<file path="src/rtl/ss_skid_slice_n.sv">
// ss_skid_slice_n: a chain of NUM_SLICES skid-buffer register slices.
// Each slice registers valid, data and ready, so no combinational path
// crosses a slice in either direction. Each slice stores up to two beats:
// a main register that drives the output and a skid register that catches
// the beat accepted in the same cycle the downstream side stalls.
// NUM_SLICES == 0 degenerates to plain wires.
module ss_skid_slice_n #(
  parameter int NUM_SLICES = 2,
  parameter int DATA_WIDTH = 32
) (
  input  logic                  clk,
  input  logic                  rst_n,
  input  logic                  in_valid,
  output logic                  in_ready,
  input  logic [DATA_WIDTH-1:0] in_data,
  output logic                  out_valid,
  input  logic                  out_ready,
  output logic [DATA_WIDTH-1:0] out_data
);

  typedef enum logic [1:0] {
    ST_EMPTY = 2'd0,
    ST_ONE   = 2'd1,
    ST_FULL  = 2'd2
  } state_t;

  generate
    if (NUM_SLICES == 0) begin : g_wire
      assign out_valid = in_valid;
      assign out_data  = in_data;
      assign in_ready  = out_ready;
    end else begin : g_pipe
      // Element k is the interface between slice k-1 and slice k;
      // element 0 is the block input, element NUM_SLICES the block output.
      logic                  v_chain [NUM_SLICES+1];
      logic                  r_chain [NUM_SLICES+1];
      logic [DATA_WIDTH-1:0] d_chain [NUM_SLICES+1];

      assign v_chain[0]          = in_valid;
      assign d_chain[0]          = in_data;
      assign r_chain[NUM_SLICES] = out_ready;
      assign in_ready            = r_chain[0];
      assign out_valid           = v_chain[NUM_SLICES];
      assign out_data            = d_chain[NUM_SLICES];

      for (genvar k = 0; k < NUM_SLICES; k++) begin : g_stage
        state_t                state_q, state_d;
        logic                  rdy_q, rdy_d;
        logic [DATA_WIDTH-1:0] main_q, main_d;
        logic [DATA_WIDTH-1:0] skid_q, skid_d;
        logic                  main_ld, skid_ld;
        logic                  accept, emit;

        // Next-state, register loads and registered-ready value for this slice.
        always_comb begin
          accept  = v_chain[k] && rdy_q;
          emit    = (state_q != ST_EMPTY) && r_chain[k+1];
          state_d = state_q;
          main_d  = main_q;
          skid_d  = skid_q;
          main_ld = 1'b0;
          skid_ld = 1'b0;
          case (state_q)
            ST_EMPTY: begin
              if (accept) begin
                main_d  = d_chain[k];
                main_ld = 1'b1;
                state_d = ST_ONE;
              end
            end
            ST_ONE: begin
              if (accept && !emit) begin
                skid_d  = d_chain[k];
                skid_ld = 1'b1;
                state_d = ST_FULL;
              end else if (accept && emit) begin
                main_d  = d_chain[k];
                main_ld = 1'b1;
              end else if (emit) begin
                state_d = ST_EMPTY;
              end
            end
            ST_FULL: begin
              // rdy_q is low here, so only the emit case can occur.
              if (emit) begin
                main_d  = skid_q;
                main_ld = 1'b1;
                state_d = ST_ONE;
              end
            end
            default: state_d = ST_EMPTY;
          endcase
          // Ready is registered from the next state, so it never depends
          // combinationally on the downstream ready.
          rdy_d = (state_d != ST_FULL);
        end

        // Control state: reset forces EMPTY with ready low; ready rises on
        // the first edge after reset release.
        always_ff @(posedge clk or negedge rst_n) begin
          if (!rst_n) begin
            state_q <= ST_EMPTY;
            rdy_q   <= 1'b0;
          end else begin
            state_q <= state_d;
            rdy_q   <= rdy_d;
          end
        end

        // Payload registers: no reset, load only when a beat moves in.
        always_ff @(posedge clk) begin
          if (main_ld) main_q <= main_d;
          if (skid_ld) skid_q <= skid_d;
        end

        assign v_chain[k+1] = (state_q != ST_EMPTY);
        assign d_chain[k+1] = main_q;
        assign r_chain[k]   = rdy_q;
      end
    end
  endgenerate

endmodule

</file>
<file path="config.mk">
export PLATFORM = sky130hd
export DESIGN_NAME = ss_skid_slice_n
export DESIGN_NICKNAME = d
export VERILOG_FILES = /design/src/rtl/ss_skid_slice_n.sv
export SDC_FILE = /design/constraint.sdc
export NUM_CORES = 1
export LEC_CHECK = 0
export BUFFER_PORTS_ARGS = -buffer_cell sky130_fd_sc_hd__buf_2
export CORE_ASPECT_RATIO = 0.8
export CORE_MARGIN = 5
export CORE_UTILIZATION = 54
export CTS_CLUSTER_DIAMETER = 60
export DETAILED_ROUTE_END_ITERATION = 16
export HOLD_SLACK_MARGIN = 0.12
export PLACE_DENSITY = 0.77
export SYNTH_ARGS = -nofsm -noshare
export SYNTH_HDL_FRONTEND = slang
export SYNTH_SLANG_ARGS = --single-unit
</file>
<file path="constraint.sdc">
create_clock -name clk -period 3.9 [get_ports clk]
set_input_delay 0.195 -clock clk [delete_from_list [all_inputs] [get_ports clk]]
set_output_delay 0.195 -clock clk [all_outputs]
set_load 0.01 [all_outputs]
</file>
== Yosys cells after proc, flatten, opt, wreduce, memory -nomap -nowiden ==
Index checks and enable logic that the tools add are counted.

* Flip-flop bits (word level): 134
* Input port bits: 36

* Equal/unequal tests: 14
* Muxes and demuxes: 35
* Reductions and logical operators: 19

{| class="wikitable"
|+ Operator list
! operator !! number
|-
| 2-to-1 mux 32 bit || 8
|-
| case mux 32 bit (3 select lines) || 2
|-
| 2-to-1 mux 2 bit || 10
|-
| != test 2 bit (second input constant) || 10
|-
| case mux 2 bit (3 select lines) || 2
|-
| AND reduction 6 bit || 2
|-
| 2-to-1 mux 1 bit || 11
|-
| logical AND 1 bit || 7
|-
| case mux 1 bit (3 select lines) || 2
|-
| AND reduction 3 bit || 2
|-
| nonzero test 3 bit || 2
|-
| equality test 2 x 1 -> 1 bit (second input constant) || 2
|-
| equality test 2 bit (second input constant) || 2
|-
| logical NOT 2 bit || 2
|-
| nonzero test 2 bit || 2
|-
| logical NOT 1 bit || 2
|}

== Longest topological paths before layout ==
* Depth in word-level cells: 7
* Mapped depth: 5
* Depth with buffers taken out: 3

== Worst setup path after synthesis ==
No wires, ideal clock.

* Kind: register to register
* From: reg g_pipe.g_stage[0].rdy_q (netlist: in_ready)
* To: reg g_pipe.g_stage[0].main_q[0] (enable)
* Arrival: 2.930 ns
* Slack: 0.500 ns
* Stages on the path, launching flop included: 3
* Clock period less this slack: 3.400 ns
* Path through: dfrtp_1 > nand2_1 > o31ai_1

* Longest elaborated chain between the ends: 6

{| class="wikitable"
|+ RTL lines
! element !! RTL line !! text
|-
| start: declaration || 48 || <nowiki>logic rdy_q, rdy_d;</nowiki>
|-
| start signal: assignment || 106 || <nowiki>rdy_q <= rdy_d;</nowiki>
|-
| logical AND 1 bit (*) || 56 || <nowiki>accept = v_chain[k] && rdy_q;</nowiki>
|-
| logical AND 1 bit || 76 || <nowiki>end else if (accept && emit) begin</nowiki>
|-
| 2-to-1 mux 1 bit || 76 ||
|-
| 2-to-1 mux 1 bit || 72 || <nowiki>if (accept && !emit) begin</nowiki>
|-
| case mux 1 bit (3 select lines) || 63 || <nowiki>case (state_q)</nowiki>
|-
| AND reduction 6 bit (no line) (*) || -- ||
|-
| end signal: assignment || 112 || <nowiki>if (main_ld) main_q <= main_d;</nowiki>
|-
| end: declaration || 49 || <nowiki>logic [DATA_WIDTH-1:0] main_q, main_d;</nowiki>
|}

Every way passes the cells marked *; elsewhere a longest branch is shown, timed or not.
A chain may end at the register's enable or synchronous reset.

== Worst setup path in the final report ==
* From: reg g_pipe.g_stage[0].state_q[0]
* To: reg g_pipe.g_stage[0].main_q[12] (enable)

* Longest elaborated chain between the ends: 7

{| class="wikitable"
|+ RTL lines
! element !! RTL line !! text
|-
| start: declaration || 47 || <nowiki>state_t state_q, state_d;</nowiki>
|-
| start signal: assignment || 105 || <nowiki>state_q <= state_d;</nowiki>
|-
| nonzero test 2 bit || 57 || <nowiki>emit = (state_q != ST_EMPTY) && r_chain[k+1];</nowiki>
|-
| logical AND 1 bit || 57 ||
|-
| logical AND 1 bit or logical NOT 1 bit (tied branches) || 76, 72 ||
|-
| 2-to-1 mux 1 bit or logical AND 1 bit (tied branches) || 76, 72 ||
|-
| 2-to-1 mux 1 bit || 72 ||
|-
| case mux 1 bit (3 select lines) || 63 ||
|-
| AND reduction 6 bit (no line) (*) || -- ||
|}

Marks and branches as above.

==> flow_summary.ini <==
[timing]
fmax_mhz = 465.7
worst_pin_slew_ns = 0.9782
period_minus_slack_ns = 2.148
report.final.slew_viol_count = 0
layout_setup_ws_ns = 1.753
hold_viol_final = 0
setup_viol = 0
finalCritPeriodShare_pct = 55.06
setup_tns_ns = 0
slew_headroom_pct = 34.68
hold_ws_ns = 0.1348
finalClockSkew_ns = 0.01009
rsz0062_at_grt = false

[final_layout]
final_cell_mix = 128 x edfxtp_1, 69 x buf_2, 55 x mux2_4
n_fill_cell = 623
drive_gt1_share_pct = 47.24
regArea_um2 = 3994
antennaDiodeCount = 0
finalNetCount = 385
mostFrequentLayoutCell = edfxtp_1
area_growth_pct = 25.31
final_cell_area_um2 = 6504
multi_input_area_um2 = 1126

[synth]
avgSynthCellArea_um2 = 22.47
syn-cell-area_um2 = 5190
ys_ff_latch = 134
synth_cell_types = 24
syn-num-nets = 267
seq_area_frac_synth_pct = 76.95
netlist_instances = 231
yosysWarnings = 0

[cts]
cts-root-buf = clkbuf_16
cts_tree = done
clock_path_buffers = 2
htreeDepth = 4
cts_made_buffers = 17
cts.sinks = 134
cts_setup_buffers = 0
clock_latency_ns = 0.42
cts.clk_slew.worst_paths_ns = 0.05

[grt]
grt_pass1_wl_mm = 13.22
grt_antenna_before_repair = 0
grt_util_met2_pct = 24.35
grtUsageMet1_pct = 18.10
grt.total_usage_pct = 15.24
top_usage_layer = met2
overflow = 0
grt_max_degree = 36
grt_pass1_vias = 2625
grt_use_met3_pct = 5.530

[min_path]
hold_class = primary input to async pin

[pwr]
sw_frac_of_total_pct = 26.58
cellLeakagePower_uw = 0.002596
cellPowerDensity_nw_per_um2 = 751.6
pwr-share-comb_pct = 22.9
netSwitchingPower_uw = 1299
seqPwrFrac_pct = 48.9
p_int_uw = 3589
irDropWorstVdd_v = 0.0004081
clkPwrFrac_pct = 28.1

[worst_setup_path]
startpoint_type = flip-flop
slowest_stage = nand2b_2
critPathKind = flip-flop to flip-flop
worst-path-buf-inv = 1
critPathMaxFanout = 32
cp_top_family = simple AND/OR/NAND/NOR gates
cp.required_ns = 3.96
crit_arrival_ns = 2.21
slowest_delay_ns = 0.51
path_cells = nand2b_2 -> a21bo_2 -> o31ai_4 -> buf_4
reg2reg_setup_slack_ns = 1.75
crit_path_end_kind = flip-flop

[place]
post-place-ws_ns = 1.738
hpwl_mm = 5.057
dpl-instance-area_um2 = 5652
io_buffers = 69
gp_congestion = 0.6811

[drt]
routed_wl_mm = 8.289
dr.first_iter.drc_count = 153
ant_nets = 0
remaining_drc_errors = 0
vias = 2406
post_drt_wl_per_cell_um = 17.23
vias_per_cell = 5.002
drt_pass1_iterations = 4

[die]
std_cell_rows = 32
ioPinCount = 70
die-area_um2 = 11680
fp.dieW_um = 119.6
core-area_um2 = 9529
die_height_um = 97.69
start_util_pct = 54.46

[status]
status = complete, no violations

[job]
drv_cap = 0
-- sequential cells by signal, summed over array words and instances (netlist names) --
signal and cells:
in_ready 1, out_data 32, g_pipe.g_stage.main_q 32, g_pipe.g_stage.rdy_q 1, g_pipe.g_stage.state_q 4, g_pipe.g_stage.skid_q 64
-- Yosys cell counts, drive strengths merged --
cell	n	area (µm²)
dfrtp	6	150.1
mux2	65	938.4
nand2	1	3.750
nand4b	1	8.760
a21bo	1	10.01
nor2	4	15.01
edfxtp	128	3844
o22ai	1	6.260
inv	2	7.510
o21ai	2	10.01
buf	8	112.6
nand3b	1	7.510
a21o	1	7.510
xnor2	1	8.760
o2bb2ai	1	8.760
nand2b	3	18.77
nor3	1	5.000
or2	2	12.52
or2b	1	7.510
o31ai	1	7.510
-- power groups by stage --
stage	combinational [µW]	clock, µW	sequential [µW]
2_1_floorplan	642	0	2500
3_3_place_gp	1070	0	2400
3_5_place_dp	1110	0	2420
4_1_cts	1140	1400	2400
5_1_grt	1200	1470	2440
6_report	1120	1380	2390
-- metrics by stage --
| step | instances | power [µW] | util (%) |
|---|---|---|---|
| floorplan | 231 | 3142 | - |
| finish | 481 | 4888 | 68.25 |
| CTS | 481 | 4946 | 68.25 |
| global placement | 415 | 3476 | 59.31 |
| global route | 481 | 5108 | 68.25 |
| detailed placement | 415 | 3536 | 59.31 |
-- cell type report --
type                       instances  share of cell area [%]
sequential                       134                   61.41
multi-input combinational         87                   17.31
timing repair buffer             107                   11.00
clock buffer                      26                   7.368
tap                              119                   2.289
clock inverter                     6                  0.5002
inverter                           2                  0.1154
-- routing by layer --
layer | routed length, µm | part of all wire (%)
met3 | 512 | 6.2
met4 | 146 | 1.8
met5 | 0 | 0
met2 | 4110 | 50
met1 | 3520 | 42
-- worst paths after layout --
check | from | end | cells after the start
worst min register to register | g_pipe.g_stage[0].main_q[1] | g_pipe.g_stage[1].skid_q[1] | 0
worst max-delay path | g_pipe.g_stage[0].state_q[0] | g_pipe.g_stage[0].main_q[12] | 4
max in group asynchronous | rst_n | g_pipe.g_stage[1].rdy_q | 2
worst max register to register | g_pipe.g_stage[0].state_q[0] | g_pipe.g_stage[0].main_q[12] | 4
min in group clk | in_valid | in_ready | 3
worst min-delay path | rst_n | g_pipe.g_stage[0].state_q[0] | 2
-- kinds of logic (layout without fill, tap and decap cells) --
kind of cell,Yosys count,count (layout),share of synthesized area [%]
DFF,134,134,76.95
AOI/OAI and AO/OA,7,7,0.9646
xor gates and xnor gates,1,1,0.1688
muxes,65,65,18.08
buffers and inverters,10,141,2.314
and+or+nand+nor,14,14,1.519
-- repair_timing --
item | CTS | global route
gates resized for setup | 0 | 0
hold buffers | 34 | 0
endpoints found under the hold margin | 67 | 0
No activity file was read; power rests on OpenSTA's default activity.
